## src/rtl/clock_pkg.sv

```systemverilog
// Shared types and constants for the hh:mm:ss timekeeping core.
package clock_pkg;

    typedef enum logic [1:0] {
        RUN   = 2'd0,
        SET_H = 2'd1,
        SET_M = 2'd2,
        SET_S = 2'd3
    } state_e;

    localparam logic [1:0] ST_RUN   = 2'(RUN);
    localparam logic [1:0] ST_SET_H = 2'(SET_H);
    localparam logic [1:0] ST_SET_M = 2'(SET_M);
    localparam logic [1:0] ST_SET_S = 2'(SET_S);

    localparam logic [7:0] BCD_MAX_59 = 8'h59;
    localparam logic [7:0] BCD_MAX_23 = 8'h23;
    localparam logic [7:0] BCD_NOON   = 8'h12;

    // 24h BCD hour (00-23) to 12h BCD hour (01-12)
    function automatic logic [7:0] hour_to_12h(input logic [7:0] h24);
        logic [4:0] bin;
        logic [4:0] b12;
        bin = 5'(h24[7:4]) * 5'd10 + 5'(h24[3:0]);
        if (bin == 5'd0) begin
            b12 = 5'd12;
        end else if (bin > 5'd12) begin
            b12 = bin - 5'd12;
        end else begin
            b12 = bin;
        end
        if (b12 >= 5'd10) begin
            return {4'd1, 4'(b12 - 5'd10)};
        end
        return {4'd0, 4'(b12)};
    endfunction

endpackage

```

## src/rtl/bcd_field_counter.sv

```systemverilog
// Two-digit BCD modulo counter (00..MAX_BCD); wrap flags the MAX_BCD -> 00 step.
module bcd_field_counter #(
    parameter logic [7:0] MAX_BCD = 8'h59
) (
    input  logic       clk,
    input  logic       reset,
    input  logic       en,
    output logic [7:0] value,
    output logic       wrap
);

    logic [7:0] value_nxt;

    assign wrap = en && (value == MAX_BCD);

    always_comb begin
        value_nxt = value;
        if (en) begin
            if (value == MAX_BCD) begin
                value_nxt = 8'h00;
            end else if (value[3:0] == 4'd9) begin
                value_nxt = {value[7:4] + 4'd1, 4'd0};
            end else begin
                value_nxt = {value[7:4], value[3:0] + 4'd1};
            end
        end
    end

    always_ff @(posedge clk or negedge reset) begin
        if (!reset) begin
            value <= 8'h00;
        end else begin
            value <= value_nxt;
        end
    end

endmodule

```

## src/rtl/clock_timekeeper.sv

```systemverilog
// Settable hh:mm:ss core: prescaler, set-mode FSM, carry/increment muxing and 12h display mapping.
module clock_timekeeper
    import clock_pkg::*;
#(
    parameter int unsigned TICK_DIV = 100_000_000
) (
    input  logic       clk,
    input  logic       reset,
    input  logic       mode_p,
    input  logic       inc_p,
    input  logic       fmt_12h,
    output logic [7:0] sec_bcd,
    output logic [7:0] min_bcd,
    output logic [7:0] hour_bcd,
    output logic       pm,
    output logic [1:0] set_field,
    output logic       chime,
    output logic       day_p
);

    localparam int unsigned PW = (TICK_DIV > 1) ? $clog2(TICK_DIV) : 1;
    localparam logic [PW-1:0] TICK_LAST = PW'(TICK_DIV - 1);

    logic [1:0]    state;
    logic [1:0]    state_nxt;
    logic [PW-1:0] presc;
    logic          in_run;
    logic          inc_ok;
    logic          tick;
    logic          sec_en;
    logic          min_en;
    logic          hour_en;
    logic          sec_wrap;
    logic          min_wrap;
    logic          hour_wrap;
    logic [7:0]    hour_r;

    assign in_run = (state == ST_RUN);
    assign inc_ok = inc_p && !mode_p;
    assign tick   = in_run && (presc == TICK_LAST);

    always_ff @(posedge clk or negedge reset) begin
        if (!reset) begin
            state <= ST_RUN;
        end else begin
            state <= state_nxt;
        end
    end

    always_comb begin
        state_nxt = state;
        if (mode_p) begin
            case (state)
                ST_RUN:   state_nxt = ST_SET_H;
                ST_SET_H: state_nxt = ST_SET_M;
                ST_SET_M: state_nxt = ST_SET_S;
                ST_SET_S: state_nxt = ST_RUN;
                default:  state_nxt = ST_RUN;
            endcase
        end
    end

    // Held at 0 outside RUN so the first tick after set mode is a full period away
    always_ff @(posedge clk or negedge reset) begin
        if (!reset) begin
            presc <= '0;
        end else if (!in_run || mode_p || tick) begin
            presc <= '0;
        end else begin
            presc <= presc + PW'(1);
        end
    end

    // RUN chains carries; set states bump one field with no carry
    always_comb begin
        sec_en  = 1'b0;
        min_en  = 1'b0;
        hour_en = 1'b0;
        if (in_run) begin
            sec_en  = tick;
            min_en  = sec_wrap;
            hour_en = min_wrap;
        end else begin
            sec_en  = inc_ok && (state == ST_SET_S);
            min_en  = inc_ok && (state == ST_SET_M);
            hour_en = inc_ok && (state == ST_SET_H);
        end
    end

    bcd_field_counter #(.MAX_BCD(BCD_MAX_59)) u_sec (
        .clk   (clk),
        .reset (reset),
        .en    (sec_en),
        .value (sec_bcd),
        .wrap  (sec_wrap)
    );

    bcd_field_counter #(.MAX_BCD(BCD_MAX_59)) u_min (
        .clk   (clk),
        .reset (reset),
        .en    (min_en),
        .value (min_bcd),
        .wrap  (min_wrap)
    );

    bcd_field_counter #(.MAX_BCD(BCD_MAX_23)) u_hour (
        .clk   (clk),
        .reset (reset),
        .en    (hour_en),
        .value (hour_r),
        .wrap  (hour_wrap)
    );

    always_ff @(posedge clk or negedge reset) begin
        if (!reset) begin
            chime <= 1'b0;
            day_p <= 1'b0;
        end else begin
            chime <= in_run && min_wrap;
            day_p <= in_run && hour_wrap;
        end
    end

    assign set_field = state;
    assign pm        = (hour_r >= BCD_NOON);
    assign hour_bcd  = fmt_12h ? hour_to_12h(hour_r) : hour_r;

endmodule

```

## config.mk

```make
export PLATFORM = sky130hd
export DESIGN_NAME = clock_timekeeper
export DESIGN_NICKNAME = d
export VERILOG_FILES = /design/src/rtl/clock_pkg.sv /design/src/rtl/bcd_field_counter.sv /design/src/rtl/clock_timekeeper.sv
export SDC_FILE = /design/constraint.sdc
export NUM_CORES = 1
export LEC_CHECK = 0
export ABC_AREA = 0
export CORE_UTILIZATION = 50
export DETAILED_ROUTE_END_ITERATION = 8
export GPL_ROUTABILITY_DRIVEN = 0
export PLACE_DENSITY_LB_ADDON = 0.2
export RECOVER_POWER = 50
export SYNTH_ARGS = -nofsm -noshare
export SYNTH_HDL_FRONTEND = slang
export SYNTH_HIERARCHICAL = 1
export SYNTH_SLANG_ARGS = --single-unit
export TNS_END_PERCENT = 5
```

## constraint.sdc

```tcl
create_clock -name clk -period 5.9 [get_ports clk]
set_input_delay 1.18 -clock clk [delete_from_list [all_inputs] [get_ports clk]]
set_output_delay 1.18 -clock clk [all_outputs]
set_load 0.005 [all_outputs]
```

==> summary.txt <==
Logic synthesis
  – Synth warn: 6
  – Syn Inst Count: 367
  – Cell with the most instances after synthesis: dfrtp_1
  – Post-Syn Nets: 395
  – Yosys top cell by area: dfrtp_1
  – Syn_area_per_cell: between 9 and 10 um^2
  – Area contributors post-synth: dfrtp_1 41%, ha_1 8.1%, nor2_1 4.8%, xor2_1 4.4%, nand2_1 4.1%
  – Most used DFF post-synth: dfrtp_1
  – Sequential share of the synthesized area: 40.6%
  – Post-synth top cells: 55 x dfrtp_1, 43 x nor2_1, 37 x nand2_1
  – FFs w/ async S/R, synth: 100%
  – Distinct cells, synth: between 50 and 60
  – Number of synthesized register bits: 55
  – Yosys top cell area share: 40.6%
  – Mapped cell area: approximately 0.0034 mm^2
  – EDFF count, synth: 0

Layout
  – Layout cells sized above 1: 7.00%
  – Layout Utilization: 60.2%
  – Synthesis-to-finish area growth: 14.6%
  – Nets: approximately 430
  – FF/Latch Area: between 0.001 and 0.0015 mm^2
  – Antenna diode count: 0
  – # fillers: between 500 and 600
  – Multi-input logic area: around 0.0019 mm^2

Setup path
  – Worst R2R End: u_hour/value[5]$_DFFE_PN0P_
  – Reg2Reg Depth: 18
  – Worst r2r src: set_field[0]$_DFFE_PN0P_
  – Crit path kind: reg2out
  – Crit. End Element: primary output
  – Worst Path Max Fanout: 13
  – Worst Setup EP: hour_bcd[2]
  – Critical Path AT: ~3.8 ns
  – R2r setup slk: 1.56 ns
  – Setup crit start: u_hour/value[1]$_DFFE_PN0P_
  – Critical Path Start Type: register
  – Req. time, crit path: ~4.7 ns

Route
  – Routed vias/inst: approximately 5.5
  – Drt pass-1 iters: 7
  – WL final: 6380 um
  – DRC violations left: 2
  – 1st-iter DRT viols: ~130
  – Routed len/inst: around 13 um
  – Vias: about 2,600
  – Routed Antenna Nets: 0

Clock tree
  – # Post-CTS Setup Buffers: 0
  – Clk pin slew, worst setup/hold paths: 0.09 ns
  – CTS buffer count: 5
  – CTS tree: done
  – Root buffer cell: clkbuf_8
  – CTS H-Tree Depth: 2
  – CTS resizes: 0
  – Cts hold-fix bufs: 0
  – Worst skew pair latency: roughly 0.30 ns
  – Clk sink count: 55
  – Clock Tree Buf Depth: 2

Global route
  – Grt met1 use: about a quarter
  – Initial antenna violation count: 0
  – Largest net degree at the start of global routing: 56
  – Met2 usage in global routing: roughly a third
  – Vias in the first global route: between 2,000 and 2,500
  – GR Util met3: between 4 and 5%
  – Wire length of the first global-routing pass: 11,100 um
  – Total track usage: about a fifth
  – Top Usage Layer GRT: met2
  – GRT Residual Overflow: 0

STA
  – Top achievable clock speed: slightly above 200 MHz
  – Setup TNS: 0 ns
  – Tmin final: between 4 and 5 ns
  – Final Hold Fails: 0
  – Max-slew violation count: 56
  – Fin Clk Skew: 0.00851 ns
  – RSZ-0062 raised after global routing: no
  – Final Cycle Share: 84.1%
  – Final Setup Violations: 0
  – Worst slew margin: -89.9%
  – Worst slew pin tran: about 2.8 ns

Status
  – Outcome: complete, but fails checks
  – Failing checks: DRC, capacitance limit, slew limit

Floorplan
  – Die Area: 0.00712 mm^2
  – Die Height: about 84 um
  – Initial core utilization: 52.5%
  – CORE AREA: 0.00646 mm^2
  – Die W: roughly 84 um
  – # IOs: 34
  – Cell row count: 29

Placement
  – Post-DP HPWL: between 4000 and 5000 um
  – PortBufs: 33

Hold path
  – Hold Crit Class: reg2reg

Power
  – Peak VDD IR: between 0.2 and 0.25 mV
  – Pwr Total: 1.33 mW
  – Leakage: 1.77 nW
  – Cell Pwr Density: between 300 and 400 mW/mm^2

Run
  – Max-cap violations: 1
-- metrics by stage --
| stage | hold slack [ns] | setup WS, ns | instances | instance area (um^2) |
|---|---|---|---|---|
| finish | 0.517 | 0.939 | 477 | 3890 |
| CTS | 0.519 | 0.931 | 477 | 3900 |
| floorplan | 0.475 | 2.00 | 367 | 3390 |
| global route | 0.569 | 0.632 | 477 | 3890 |
| detailed placement | 0.506 | 1.27 | 469 | 3780 |
| global placement | 0.506 | 1.37 | 469 | 3780 |
-- registers in the layout, indices dropped and copies added, names as in the netlist --
signal and cells:
set_field 2, chime 1, presc 27, u_sec/value 8, u_hour/value 8, day_p 1
u_min/value 8
-- how the worst min path moves through the flow --
| stage | start | endpoint | slack [ns] | cells after the start |
|---|---|---|---|---|
| 2_1_floorplan | presc[20]$_DFF_PN0_ | presc[20]$_DFF_PN0_ | 0.47 | 1 |
| 3_3_place_gp | presc[0]$_DFF_PN0_ | presc[0]$_DFF_PN0_ | 0.51 | 1 |
| 3_5_place_dp | presc[0]$_DFF_PN0_ | presc[0]$_DFF_PN0_ | 0.51 | 1 |
| 4_1_cts | presc[0]$_DFF_PN0_ | presc[0]$_DFF_PN0_ | 0.52 | 1 |
| 5_1_grt | presc[0]$_DFF_PN0_ | presc[0]$_DFF_PN0_ | 0.57 | 1 |
| 6_report | presc[0]$_DFF_PN0_ | presc[0]$_DFF_PN0_ | 0.52 | 1 |
-- logic make-up (layout without fill, tap and decap cells) --
group | Yosys count | after routing | share of synthesized area, %
xor gates and xnor gates | 25 | 25 | 6.86
AOI/OAI and AO/OA | 63 | 63 | 11.6
muxes | 3 | 3 | 1.03
adders and majority gates | 23 | 23 | 8.70
DFF | 55 | 55 | 40.6
buffers and inverters | 29 | 62 | 3.58
and+or+nand+nor | 169 | 169 | 27.7
-- layout make-up --
type,count,share of cell area [%]
clock buffer,6,2.12
clock inverter,2,0.901
inverter,19,1.83
multi-input combinational,283,48.6
sequential,55,35.4
tap,77,2.48
timing repair buffer,35,8.66
-- power breakdown --
part / total [mW] / switching, mW / leakage [nW] / internal, mW
clock: 0.255 / 0.118 / 0.0612 / 0.137
sequential: 0.534 / 0.104 / 0.731 / 0.431
combinational: 0.539 / 0.248 / 0.978 / 0.291
total: 1.33 / 0.469 / 1.77 / 0.859
-- per-layer routing --
layer	part of all wire, %	routed length (um)
met5	0	0
met4	0.22	14
met3	2.7	173
met2	47	3000
met1	50	3190
-- worst max-delay path, stage by stage, from the launching register on --
cell	delay (ns)
dfrtp_1	0.52
ha_1	0.30
fa_1	0.38
xor2_1	0.30
inv_1	0.08
ha_1	0.22
nand2_1	0.06
nand2_1	0.05
nand3_1	0.10
and2_1	0.14
ha_1	0.15
inv_1	0.05
a41o_1	0.24
a21oi_2	0.19
mux2i_1	0.20
clkdlybuf4s50_1	0.51
-- layout by cell type (no fill, tap or decap), types with 5 or more instances in the layout --
cell / count
o22ai_1: 5
ha_1: 22
nor3_1: 5
clkbuf_8: 6
inv_1: 19
nor2_1: 43
dlygate4sd3_1: 7
o21ai_0: 25
dfrtp_1: 55
nand3_1: 24
a21oi_1: 12
nand2_1: 37
clkdlybuf4s50_1: 25
nand2b_1: 6
xnor2_1: 7
nor2b_1: 9
xor2_1: 17
a21o_1: 5
No activity file was read; power rests on OpenSTA's default activity.
